## src/rtl/seq_arith_pkg.sv

```systemverilog
// Shared definitions for the sequential arithmetic unit: opcodes, FSM state
// encoding and saturation-limit helpers.
// Ports: none (package).
package seq_arith_pkg;

  localparam logic [1:0] OP_ADD = 2'b00;
  localparam logic [1:0] OP_SUB = 2'b01;
  localparam logic [1:0] OP_MUL = 2'b10;
  localparam logic [1:0] OP_ACC = 2'b11;

  typedef enum logic [1:0] {
    IDLE = 2'b00,
    EXEC = 2'b01,
    MULT = 2'b10,
    DONE = 2'b11
  } state_t;

  // Largest signed value representable in 'width' bits.
  function automatic int sat_max(input int unsigned width);
    longint lim;
    lim = longint'(1) << (width - 1);
    return int'(lim - longint'(1));
  endfunction

  // Smallest signed value representable in 'width' bits.
  function automatic int sat_min(input int unsigned width);
    longint lim;
    lim = longint'(1) << (width - 1);
    return int'(-lim);
  endfunction

endpackage

```

## src/rtl/seq_arith_if.sv

```systemverilog
// Operation bus between a controller (master) and the arithmetic unit (slave).
// Signals: start/sel/A/B issue an operation; busy/done/Q/overflow report it.
interface seq_arith_if #(
  parameter int unsigned WIDTH = 8
);
  logic                    start;
  logic [1:0]              sel;
  logic signed [WIDTH-1:0] A;
  logic signed [WIDTH-1:0] B;
  logic                    busy;
  logic                    done;
  logic signed [WIDTH-1:0] Q;
  logic                    overflow;

  modport master (output start, sel, A, B, input busy, done, Q, overflow);
  modport slave  (input start, sel, A, B, output busy, done, Q, overflow);
endinterface

```

## src/rtl/seq_arith_mult_core.sv

```systemverilog
// Iterative unsigned shift-add multiplier, one partial product per cycle.
// Ports: clk, rst (async, active-high); load latches a_mag/b_mag and clears
// the product; ready_c is high once all WIDTH steps are done; product is the
// 2*WIDTH-bit unsigned result.
module seq_mult_core #(
  parameter int unsigned WIDTH = 8
) (
  input  logic                 clk,
  input  logic                 rst,
  input  logic                 load,
  input  logic [WIDTH-1:0]     a_mag,
  input  logic [WIDTH-1:0]     b_mag,
  output logic                 ready_c,
  output logic [2*WIDTH-1:0]   product
);

  localparam int unsigned PW = 2 * WIDTH;
  localparam int unsigned CW = $clog2(WIDTH + 1);

  logic [PW-1:0]    mcand;
  logic [WIDTH-1:0] mplier;
  logic [CW-1:0]    cnt;

  // Shift-add datapath: multiplicand moves left, multiplier bits consumed LSB first.
  always_ff @(posedge clk or posedge rst) begin
    if (rst) begin
      mcand   <= '0;
      mplier  <= '0;
      product <= '0;
      cnt     <= '0;
    end else if (load) begin
      mcand   <= PW'(a_mag);
      mplier  <= b_mag;
      product <= '0;
      cnt     <= CW'(WIDTH);
    end else if (cnt != '0) begin
      if (mplier[0]) product <= product + mcand;
      mcand  <= mcand << 1;
      mplier <= mplier >> 1;
      cnt    <= cnt - CW'(1);
    end
  end

  assign ready_c = (cnt == '0);

endmodule

```

## src/rtl/seq_arith_unit.sv

```systemverilog
// Registered signed arithmetic unit: ADD, SUB, MUL (iterative) and ACC on
// WIDTH-bit two's-complement operands with a start/busy/done handshake.
// Ports: clk; rst (async, active-high); bus (seq_arith_if.slave: start, sel,
// A, B in; busy, done, Q, overflow out).
// Build option: define SEQ_ARITH_SAT_EN to clamp Q on overflow instead of
// wrapping modulo 2^WIDTH.
module seq_arith_unit
  import seq_arith_pkg::*;
#(
  parameter int unsigned WIDTH = 8
) (
  input  logic clk,
  input  logic rst,
  seq_arith_if.slave bus
);

  localparam int unsigned PW  = 2 * WIDTH;
  localparam int unsigned MSB = WIDTH - 1;
  // Product magnitude limits for a positive / negative signed result.
  localparam logic [PW-1:0] POS_LIM = PW'((64'd1 << (WIDTH - 1)) - 64'd1);
  localparam logic [PW-1:0] NEG_LIM = PW'(64'd1 << (WIDTH - 1));
`ifdef SEQ_ARITH_SAT_EN
  localparam logic [WIDTH-1:0] SAT_MAX = WIDTH'(sat_max(WIDTH));
  localparam logic [WIDTH-1:0] SAT_MIN = WIDTH'(sat_min(WIDTH));
`endif

  state_t           state, next;
  logic             capture_c, finish_c;
  logic [WIDTH-1:0] a_q, b_q, acc;
  logic [1:0]       op_q;
  logic [WIDTH-1:0] a_in, b_in, a_mag_c, b_mag_c;
  logic             mult_ready_c;
  logic [PW-1:0]    product;
  logic [WIDTH-1:0] wrap_c, res_c;
  logic             ovf_c, neg_c;
  logic [WIDTH-1:0] q_r;
  logic             ovf_r, busy_r, done_r;

  // Operand magnitudes for the multiplier; the most negative value maps to 2^(WIDTH-1).
  assign a_in    = bus.A;
  assign b_in    = bus.B;
  assign a_mag_c = a_in[MSB] ? (~a_in + WIDTH'(1)) : a_in;
  assign b_mag_c = b_in[MSB] ? (~b_in + WIDTH'(1)) : b_in;

  seq_mult_core #(.WIDTH(WIDTH)) u_mult (
    .clk     (clk),
    .rst     (rst),
    .load    (capture_c && (bus.sel == OP_MUL)),
    .a_mag   (a_mag_c),
    .b_mag   (b_mag_c),
    .ready_c (mult_ready_c),
    .product (product)
  );

  // State register.
  always_ff @(posedge clk or posedge rst) begin
    if (rst) state <= IDLE;
    else     state <= next;
  end

  // Next state. MULT holds one extra cycle after the last step so the
  // product settles in the core before the result is registered.
  always_comb begin
    next      = state;
    capture_c = 1'b0;
    finish_c  = 1'b0;
    case (state)
      IDLE: if (bus.start) begin
        capture_c = 1'b1;
        next      = (bus.sel == OP_MUL) ? MULT : EXEC;
      end
      EXEC: begin
        finish_c = 1'b1;
        next     = DONE;
      end
      MULT: if (mult_ready_c) begin
        finish_c = 1'b1;
        next     = DONE;
      end
      DONE: next = IDLE;
      default: next = IDLE;
    endcase
  end

  // Result and overflow from the captured operands.
  always_comb begin
    wrap_c = '0;
    ovf_c  = 1'b0;
    res_c  = '0;
    neg_c  = a_q[MSB] ^ b_q[MSB];
    case (op_q)
      OP_ADD: begin
        wrap_c = a_q + b_q;
        ovf_c  = (a_q[MSB] == b_q[MSB]) && (wrap_c[MSB] != a_q[MSB]);
      end
      OP_SUB: begin
        wrap_c = a_q - b_q;
        ovf_c  = (a_q[MSB] != b_q[MSB]) && (wrap_c[MSB] != a_q[MSB]);
      end
      OP_ACC: begin
        wrap_c = acc + a_q;
        ovf_c  = (acc[MSB] == a_q[MSB]) && (wrap_c[MSB] != acc[MSB]);
      end
      default: begin  // OP_MUL
        wrap_c = neg_c ? (~product[WIDTH-1:0] + WIDTH'(1)) : product[WIDTH-1:0];
        ovf_c  = neg_c ? (product > NEG_LIM) : (product > POS_LIM);
      end
    endcase
    res_c = wrap_c;
`ifdef SEQ_ARITH_SAT_EN
    // Clamp toward the sign of the true (unwrapped) result.
    if (ovf_c) begin
      if (op_q == OP_MUL)      res_c = neg_c    ? SAT_MIN : SAT_MAX;
      else if (op_q == OP_ACC) res_c = acc[MSB] ? SAT_MIN : SAT_MAX;
      else                     res_c = a_q[MSB] ? SAT_MIN : SAT_MAX;
    end
`endif
  end

  // Operand capture, result registers, accumulator and handshake flags.
  always_ff @(posedge clk or posedge rst) begin
    if (rst) begin
      a_q    <= '0;
      b_q    <= '0;
      op_q   <= OP_ADD;
      acc    <= '0;
      q_r    <= '0;
      ovf_r  <= 1'b0;
      busy_r <= 1'b0;
      done_r <= 1'b0;
    end else begin
      if (capture_c) begin
        a_q  <= a_in;
        b_q  <= b_in;
        op_q <= bus.sel;
      end
      if (finish_c) begin
        q_r   <= res_c;
        ovf_r <= ovf_c;
        if (op_q == OP_ACC) acc <= res_c;
      end
      busy_r <= (next == EXEC) || (next == MULT);
      done_r <= (next == DONE);
    end
  end

  assign bus.busy     = busy_r;
  assign bus.done     = done_r;
  assign bus.Q        = q_r;
  assign bus.overflow = ovf_r;

endmodule

```

## src/flat_wrapper.sv

```systemverilog
// flat-port wrapper written by rule: the top's interface ports become plain ports
module seq_arith_unit_flat import seq_arith_pkg::*;
#(
  parameter int unsigned WIDTH = 8
)
  (clk, rst, bus_start, bus_sel, bus_A, bus_B, bus_busy, bus_done, bus_Q, bus_overflow);
  seq_arith_if #(.WIDTH(WIDTH)) bus_i ();
  input  logic clk;
  input  logic rst;
  input wire logic [$bits(bus_i.start)-1:0] bus_start;
  input wire logic [$bits(bus_i.sel)-1:0] bus_sel;
  input wire logic [$bits(bus_i.A)-1:0] bus_A;
  input wire logic [$bits(bus_i.B)-1:0] bus_B;
  output wire logic [$bits(bus_i.busy)-1:0] bus_busy;
  output wire logic [$bits(bus_i.done)-1:0] bus_done;
  output wire logic [$bits(bus_i.Q)-1:0] bus_Q;
  output wire logic [$bits(bus_i.overflow)-1:0] bus_overflow;
  assign bus_i.start = bus_start;
  assign bus_i.sel = bus_sel;
  assign bus_i.A = bus_A;
  assign bus_i.B = bus_B;
  assign bus_busy = bus_i.busy;
  assign bus_done = bus_i.done;
  assign bus_Q = bus_i.Q;
  assign bus_overflow = bus_i.overflow;
  seq_arith_unit #(.WIDTH(WIDTH)) u_core (.clk(clk), .rst(rst), .bus(bus_i));
endmodule
```

## config.mk

```make
export PLATFORM = sky130hd
export DESIGN_NAME = seq_arith_unit_flat
export DESIGN_NICKNAME = d
export VERILOG_FILES = /design/src/rtl/seq_arith_pkg.sv /design/src/rtl/seq_arith_if.sv /design/src/rtl/seq_arith_mult_core.sv /design/src/rtl/seq_arith_unit.sv /design/src/flat_wrapper.sv
export SDC_FILE = /design/constraint.sdc
export NUM_CORES = 1
export LEC_CHECK = 0
export CAP_MARGIN = 20
export CORE_ASPECT_RATIO = 1.4
export CORE_MARGIN = 2
export CORE_UTILIZATION = 30
export DETAILED_ROUTE_END_ITERATION = 10
export GPL_ROUTABILITY_DRIVEN = 0
export GPL_TIMING_DRIVEN = 0
export PLACE_DENSITY = 0.55
export SYNTH_ARGS = -nofsm -noshare
export SYNTH_HDL_FRONTEND = slang
export SYNTH_SLANG_ARGS = --single-unit
```

## constraint.sdc

```tcl
create_clock -name clk -period 2.35 [get_ports clk]
set_clock_uncertainty 0.15 [all_clocks]
set_input_delay 0.235 -clock clk [delete_from_list [all_inputs] [get_ports clk]]
set_output_delay 0.235 -clock clk [all_outputs]
set_load 0.01 [all_outputs]
```

Word-level counts from Yosys, hierarchy flattened
Index checks and enable logic that the tools add are counted.
- input bits: 21
- output and inout bits: 11
- logic and storage cells: 78
- register bits after elaboration: 83
- mux-type cells: 23
- bitwise gates (word level): 4
- add/subtract/negate cells: 8
- reductions and logical operators: 13
- magnitude comparators: 2
- eq/ne operators: 15
- operator list (cell ; number):
    16-bit 2-to-1 mux ; 5
    8-bit 2-to-1 mux ; 5
    8-bit by 1-bit adder with 8-bit output (second input constant) ; 3
    8-bit inverter ; 3
    8-bit one-hot mux with 3 select lines ; 1
    16-bit adder ; 1
    8-bit adder ; 2
    16-bit by 7-bit > comparator with 1-bit output (second input constant) ; 1
    16-bit by 8-bit > comparator with 1-bit output (second input constant) ; 1
    2-bit equality test (second input constant) ; 6
    4-bit 2-to-1 mux ; 2
    2-bit one-hot mux with 4 select lines ; 1
    8-bit subtractor ; 1
    2-bit by 1-bit equality test with 1-bit output (second input constant) ; 3
    2-bit 2-to-1 mux ; 3
    1-bit logical AND ; 4
    2-bit zero test ; 2
    4-bit zero test ; 1
    1-bit 2-to-1 mux ; 4
    1-bit != test ; 4
    2-bit AND reduction ; 2
    2-bit nonzero test ; 2
    4-bit nonzero test ; 1
    4-bit by 1-bit subtractor with 4-bit output (second input constant) ; 1
    5 further kinds ; 6

Longest topological paths before layout
Gate-level depths: netlist of run 1.
- depth in word-level cells: 6
- gate-level depth with buffers: 10

Cells and area by module
A second synthesis of run 1 with hierarchy kept.
- cell total of the unflattened synthesis: 676
- area total of the unflattened synthesis: 5910.7 sq um
- by module, submodules not included (module ; cells each ; area an instance (sq um) ; sequential area each (sq um) ; instances):
    seq_arith_unit ; 368 ; 3213.1 ; 975.9 ; 1
    seq_mult_core ; 308 ; 2697.6 ; 1101.1 ; 1

Worst setup path before layout of run 1
OpenSTA, ideal clock, no wires.
- path type: register to register
- start: register u_core.a_q[1]
- end: register u_core.ovf_r, in the netlist u_core.bus.overflow
- arrival time: 2136 ps
- stages on the path, launching flop included: 9
- period minus slack after synthesis: 2389 ps
- setup slack: -39 ps
- setup time: 104 ps
- path buffers: 0
- cells stage by stage: dfrtp_1 ha_1 a211oi_2 nor2_1 or4_4 a31oi_4 and3_1 nor3_1 o41ai_2
- cells in the longest elaborated chain, start to end: 4
- RTL lines (element ; RTL line ; text):
    start: declaration ; seq_arith_unit.sv:29 ; logic [WIDTH-1:0] a_q, b_q, acc;
    start signal: assignment ; seq_arith_unit.sv:133 ; a_q <= a_in;
    8-bit adder (tied with other cells) ; seq_arith_unit.sv:101 ; wrap_c = acc + a_q;
    1-bit != test, on equally long branches ; seq_arith_unit.sv:102, seq_arith_unit.sv:94, seq_arith_unit.sv:98 ;
    1-bit logical AND, on equally long branches ; seq_arith_unit.sv:102, seq_arith_unit.sv:94, seq_arith_unit.sv:98 ;
    1-bit one-hot mux with 3 select lines * ; seq_arith_unit.sv:91 ; case (op_q)
    end signal: assignment ; seq_arith_unit.sv:139 ; ovf_r <= ovf_c;
    end: declaration ; seq_arith_unit.sv:37 ; logic ovf_r, busy_r, done_r;
Mark *: on every way between the ends. The rest lies on a longest branch, timed or not.
A chain may end at the register's enable or synchronous reset.

Worst setup path in the final report of run 1
- start: register u_core.a_q[2]
- end: register u_core.q_r[6], in the netlist u_core.bus.Q[6]
- cells in the longest elaborated chain, start to end: 2
- RTL lines (element ; RTL line ; text):
    8-bit adder (tied with other cells) ; seq_arith_unit.sv:101 ;
    8-bit one-hot mux with 3 select lines * ; seq_arith_unit.sv:91 ;
    end signal: assignment ; seq_arith_unit.sv:138 ; q_r <= res_c;
    end: declaration ; seq_arith_unit.sv:36 ; logic [WIDTH-1:0] q_r;
Marked as above.

==> out/results.ini, run 1 <==
[outcome]
outcome=finished with violations
failed_checks=negative setup slack

[synth]
postSynthCellCount=651
synth-seq-cells=83
syn-num-nets=721
yosysWarningCount=0
synth_seq_area_share_pct=36.3
avgSynthCellArea_um2=8.79
synth_area_leaders=dfrtp_1 36%, ha_1 9.8%, nand2_1 6.4%, o21ai_0 4.8%, xnor2_1 4.6%
synthesis.area_um2=5730
synth_edf_count=0
yosysTopAreaCell=dfrtp_1
ys.flop_type=dfrtp_1
async_reset_ff_share_pct=100
synth_top_area_share_pct=36.3
ys_types=59

[timing]
rsz0062_at_grt=yes
fmax_mhz=411
relSlewSlack_pct=56.4
setup_ws_ps=-81.0
final_hold_viol_count=0
period_minus_slack_ps=2430
tightestPinTransition_ps=650
setup_viol=9
drv_slew=0
fin_crit_sh_pct=103

[die]
die_x_um=121
core_um2=18700
die_area_um2=20200
initial_utilization_pct=30.7
die_height_um=167
io_pins=32
rows=59

[global_routing]
grt_max_degree=41
grt_usage_pct=16.1
grt_antenna_before_repair=0
grt_pass1_vias=4808
grt_pass1_wl_um=25300
grt-ovfl-total=0

[finish]
drive_gt1_share_pct=21.2
mostFrequentLayoutCells=97 x nand2_1, 68 x dfrtp_1, 48 x nor2_1, 42 x o21ai_0, 31 x a21oi_1
antenna_cells=0
fin_nets=776
area_growth_pct=26.7
mostFrequentLayoutCell=nand2_1

[critical_path]
setup.worst_path.start_class=flip-flop
end_kind=flip-flop
worst_ep_required_time_ps=2400
cp_max_fo=7
worstPathArrival_ps=2480
critical_path_class=reg2reg

[clock_tree]
postCtsHoldBufs=0
cts_tree=done
h-tree-depth=3
clock_sinks=83
clk_pin_slew_ps=70
cts_made_buffers=9
root_buffer=clkbuf_16
clk_latency_ps=350
cts_buffer_depth=2

[power_and_ir_drop]
p_per_area_nw_per_um2=1560
totalPowerFinal_uw=11300
leakage_uw=0.00295
vdd_ir_drop_max_mv=0.464

[placed_design]
dpl.hpwl_um=11900
post-place-ws_ps=-533
io_buffers=29

[drt]
drcViolationCount=0
drt_iter0_drc=288
vias=4859
routed_wl_um=15900
dr.pass1.iters=4
via_per_inst=5.09
wl_per_cell_um=16.6
antenna_left=0

[run]
drv_cap=0

[min_path]
hp-class=in2async

==> registers in the layout (all words and copies together) (netlist names) <==
register,flops
u_core.a_q,8
u_core.acc,8
u_core.b_q,8
u_core.bus.Q,8
u_core.bus.busy,1
u_core.bus.done,1
u_core.bus.overflow,1
u_core.op_q,2
u_core.state,2
u_core.u_mult.cnt,4
u_core.u_mult.mcand,16
u_core.u_mult.mplier,8
u_core.u_mult.product,16
==> synth_stat cells (6+ instances only) <==
library cell	n
a31oi_1	17
nand3_1	10
xnor2_1	30
a211oi_1	12
mux2_2	18
inv_1	27
nor2_1	51
ha_1	45
nor3_1	19
dfrtp_1	83
o31ai_1	6
clkbuf_1	19
a21o_1	6
o21ai_0	55
nor4_1	7
nand2_1	97
a21oi_1	39
nand2b_1	10
nor2b_1	10
xor2_1	10
==> power by group <==
part | internal (uW) | switching [uW]
clock | 732 | 648
combinational | 3340 | 3870
sequential | 2070 | 644
total | 6150 | 5160
==> critical path, stage by stage (launching register included) <==
cell and delay (ps):
dfrtp_2 470, ha_4 270, nor2b_2 160, o211ai_1 220, a31oi_1 140, or3_1 380, a31o_4 280, a21oi_4 130
o31ai_1 90
==> layout make-up <==
| class | count | area [um^2] |
|---|---|---|
| inverters | 28 | 110 |
| fillers | 1866 | 11400 |
| flip-flops and latches | 83 | 2100 |
| multi-input cells | 511 | 3870 |
| plain buffers | 25 | 131 |
| repair buffers | 48 | 462 |
| well taps | 244 | 305 |
| clock buffers | 9 | 225 |
| clock inverters | 7 | 57.6 |
==> what timing repair did <==
action / in CTS / in global routing
resized for setup: 76 / 45
pin swaps: 21 / 11
setup buffers: 14 / 3
endpoints found under the setup margin: 33 / 45
==> stage by stage <==
step | instances | setup TNS [ps] | hold WS (ps) | utilization (%) | cell area, um^2
floorplan | 651 | 0 | 235 | - | 5740
global placement | 924 | -13260 | 310 | 33.9 | 6340
CTS | 954 | -425 | 146 | 37.6 | 7020
finish | 955 | -351 | 132 | 38.9 | 7260
detailed placement | 926 | -13440 | 320 | 34.1 | 6380
global route | 955 | -1590 | 177 | 38.9 | 7260
==> metal layers <==
layer	vias up	global-route usage, %	wire, um
met4	0	7.18	629
li1	2402	-	-
met5	-	0	0
met3	31	2.11	457
met1	2341	18.5	6270
met2	85	29.3	8510
==> logic make-up after synthesis <==
group	after synthesis	synth area share, %
AO/OA/AOI/OAI	166	18.1
XOR/XNOR	40	6.12
adder cells (fa/ha/maj)	49	11.2
buffers and inverters	57	4.17
flip-flops	83	36.3
multiplexers	26	5.59
AND/OR/NAND/NOR	230	18.5
==> worst paths after layout <==
| path | to | from | depth (start not counted) | slack (ps) |
|---|---|---|---|---|
| setup / recovery | u_core.bus.Q[6] | u_core.a_q[2] | 8 | -80 |
| hold / removal | u_core.bus.Q[3] | rst | 2 | 130 |
| setup reg to reg | u_core.bus.Q[6] | u_core.a_q[2] | 8 | -80 |
| hold reg to reg | u_core.bus.Q[3] | u_core.bus.Q[3] | 2 | 330 |
| max in group asynchronous | u_core.a_q[5] | rst | 3 | 1320 |
| min in group clk | u_core.u_mult.mcand[7] | bus_A[7] | 3 | 210 |
No activity file was read; power rests on OpenSTA's default activity.
==> run 2, diff against run 1 <==
--- a/config.mk
+++ b/config.mk
@@ -6,13 +6,16 @@
 export NUM_CORES = 1
 export LEC_CHECK = 0
 export CAP_MARGIN = 20
+export CELL_PAD_IN_SITES_DETAIL_PLACEMENT = 1
+export CELL_PAD_IN_SITES_GLOBAL_PLACEMENT = 1
 export CORE_ASPECT_RATIO = 1.4
 export CORE_MARGIN = 2
 export CORE_UTILIZATION = 30
 export DETAILED_ROUTE_END_ITERATION = 10
 export GPL_ROUTABILITY_DRIVEN = 0
 export GPL_TIMING_DRIVEN = 0
-export PLACE_DENSITY = 0.55
+export PLACE_DENSITY = 0.66
 export SYNTH_ARGS = -nofsm -noshare
 export SYNTH_HDL_FRONTEND = slang
 export SYNTH_SLANG_ARGS = --single-unit
+export TNS_END_PERCENT = 1
==> run 2 against run 1 <==
The flow still finishes with violations (negative setup slack); sequential power about the same; register-to-register slack got worse by 50 ps; core utilization decreased by 0.14 points; first-iteration DRC count decreased by 20%; sequential cell count unchanged; worst setup slack got worse by 46 ps; non-clock buffer count increased by 2; count of clock-buffer cells in the layout unchanged; critical path depth increased by 2; die area unchanged; via count increased by 4.3%; global-route usage increased by 2.8 points; critical endpoint unchanged; highest routed layer unchanged.
==> out/results.ini, run 2 (synthesis results as in run 1) <==
[outcome]
outcome=finished with violations  ; unchanged
failed_checks=negative setup slack  ; unchanged

[finish]
fillers=2150  ; was 1,866
mostFrequentLayoutCells=97 x nand2_1, 74 x dfrtp_1, 48 x nor2_1, 40 x o21ai_0, 32 x a21oi_1  ; was 97 x nand2_1, 68 x dfrtp_1, 48 x nor2_1, 42 x o21ai_0, 31 x a21oi_1
drive_gt1_share_pct=20.6  ; was 21.2%
mostFrequentLayoutCell=nand2_1  ; unchanged
reg_top3=u_core.u_mult.mcand x16, u_core.u_mult.product x16  ; unchanged
fin_nets=778  ; was 776
area_growth_pct=26.3  ; was 26.7%
post-route-util_pct=38.7  ; was 38.9%
antenna_cells=0  ; unchanged

[global_routing]
grt_usage_pct=18.8  ; was 16.1%
grt_antenna_before_repair=0  ; unchanged
grt_pass1_vias=5534  ; was 4,808
grt_max_degree=42  ; was 41
grt_pass1_wl_um=29400  ; was 25,300 um
grt-ovfl-total=0  ; unchanged

[drt]
via_per_inst=5.30  ; was 5.09
vias=5069  ; was 4,859
antenna_left=0  ; unchanged
drt_iter0_drc=230  ; was 288
drcViolationCount=0  ; unchanged
dr.pass1.iters=4  ; unchanged
wl_per_cell_um=19.1  ; was 16.6 um
routed_wl_um=18300  ; was 15,900 um

[critical_path]
worst_ep_required_time_ps=2420  ; was 2400 ps
r2r-end=u_core.bus.Q[6]  ; unchanged
ff2ff_setup_slack_ps=-130  ; was -80 ps
setup.worst_path.start_class=flip-flop  ; unchanged
r2r_cells=10  ; was 8
end_kind=flip-flop  ; unchanged
worstPathArrival_ps=2550  ; was 2480 ps
cp-endpoint=u_core.bus.Q[6]  ; unchanged
cp_max_fo=4  ; was 7
critical_path_class=reg2reg  ; unchanged
worst_r2r_startpoint=u_core.a_q[0]  ; was u_core.a_q[2]
startpoint=u_core.a_q[0]  ; was u_core.a_q[2]

[clock_tree]
cts_tree=done  ; unchanged
cts_buffer_depth=2  ; unchanged
clk_latency_ps=360  ; was 350 ps
postCtsHoldBufs=0  ; unchanged
cts_made_buffers=9  ; unchanged
clk_pin_slew_ps=70  ; about the same
h-tree-depth=3  ; unchanged
root_buffer=clkbuf_16  ; unchanged
clock_sinks=83  ; unchanged

[timing]
tightestPinTransition_ps=583  ; was 650 ps
final_hold_viol_count=0  ; unchanged
fin_crit_sh_pct=105  ; was 103%
fmax_mhz=404  ; was 411 MHz
hold_ws_ps=105  ; was 132 ps
drv_slew=0  ; unchanged
relSlewSlack_pct=61.1  ; was 56.4%
setup_ws_ps=-127  ; was -81.0 ps
rsz0062_at_grt=yes  ; unchanged
period_minus_slack_ps=2480  ; was 2430 ps
setup_viol=11  ; was 9

[die]
core_um2=18700  ; unchanged
die_height_um=167  ; unchanged
rows=59  ; unchanged
initial_utilization_pct=30.7  ; unchanged
die_area_um2=20200  ; unchanged
io_pins=32  ; unchanged
die_x_um=121  ; unchanged

[placed_design]
io_buffers=29  ; unchanged
dpl.hpwl_um=14000  ; was 11,900 um
post-place-ws_ps=-788  ; was -533 ps

[min_path]
hp-class=in2async  ; unchanged

[power_and_ir_drop]
p_per_area_nw_per_um2=1630  ; was 1560 nW/um^2
leakage_uw=0.00298  ; was 0.00295 uW
vdd_ir_drop_max_mv=0.508  ; was 0.464 mV

[run]
drv_cap=0  ; unchanged

==> run 2: cell types whose count changed in the layout (fill, tap and decap cells not counted), sizes merged <==
cell,delta
clkbuf,+2
clkinv,+2
inv,-2
bufinv,+1
clkinvlp,-1
==> run 2: critical path, stage by stage (launching register included) <==
cell and delay (ps):
dfrtp_2 420, inv_2 60, ha_4 160, fa_2 390
nor2b_2 130, o211ai_1 120, a31oi_1 280, o21ai_1 120
a31o_4 300, a21oi_4 130, o31ai_2 70
==> run 2: per-layer routing <==
layer | track usage (%) | share of wire (%) | wire length (um)
met4 | 8.95 | 4.0 | 736
met3 | 2.42 | 1.8 | 332
met2 | 36.7 | 57 | 10400
met5 | 0 | 0 | 0
met1 | 19.4 | 37 | 6810
==> run 2: worst min path at each step <==
stage / from / end / slack, ps
floorplan: bus_B[5] / u_core.b_q[5] / 240
global placement: u_core.bus.Q[0] / u_core.bus.Q[0] / 320
detailed placement: u_core.bus.Q[5] / u_core.bus.Q[5] / 320
CTS: rst / u_core.u_mult.cnt[0] / 110
global route: rst / u_core.u_mult.cnt[2] / 160
finish: rst / u_core.u_mult.cnt[0] / 110
==> run 2: metrics by stage <==
step / instances / setup TNS, ps / total power (uW) / instance area [um^2]
floorplan: 651 / -39.4 / 6970 / 5730
global placement: 924 / -13020 / 8500 / 6320
detailed placement: 926 / -14100 / 8830 / 6360
CTS: 953 / -990 / 11300 / 7040
global route: 957 / -2600 / 12700 / 7230
finish: 957 / -655 / 11800 / 7230
==> run 2: layout make-up <==
class,instances,area (um^2),area share [%]
plain buffers,28,141,1.96
clock buffers,9,225,3.11
clock inverters,7,76.3,1.06
inverters,28,113,1.56
multi-input cells,511,3830,52.9
flip-flops and latches,83,2090,28.9
well taps,244,305,4.22
repair buffers,47,454,6.28
==> run 2: where the power goes <==
part | internal [uW] | switching, uW
Sequential | 2070 | 671
Clock | 831 | 654
Combinational | 3390 | 4180
Total | 6290 | 5500
==> run 2: what timing repair did <==
action	4_1_cts	5_1_grt
buffers inserted	12	4
pin swaps	11	18
endpoints found under the setup margin	36	50
gates resized for setup	78	44
==> run 3, diff against run 2 <==
--- a/config.mk
+++ b/config.mk
@@ -11,6 +11,7 @@
 export CORE_ASPECT_RATIO = 1.4
 export CORE_MARGIN = 2
 export CORE_UTILIZATION = 30
+export CTS_CLUSTER_SIZE = 40
 export DETAILED_ROUTE_END_ITERATION = 10
 export GPL_ROUTABILITY_DRIVEN = 0
 export GPL_TIMING_DRIVEN = 0
==> results of run 3 <==
Final layout, timing and power as in run 2 (identical DEF).
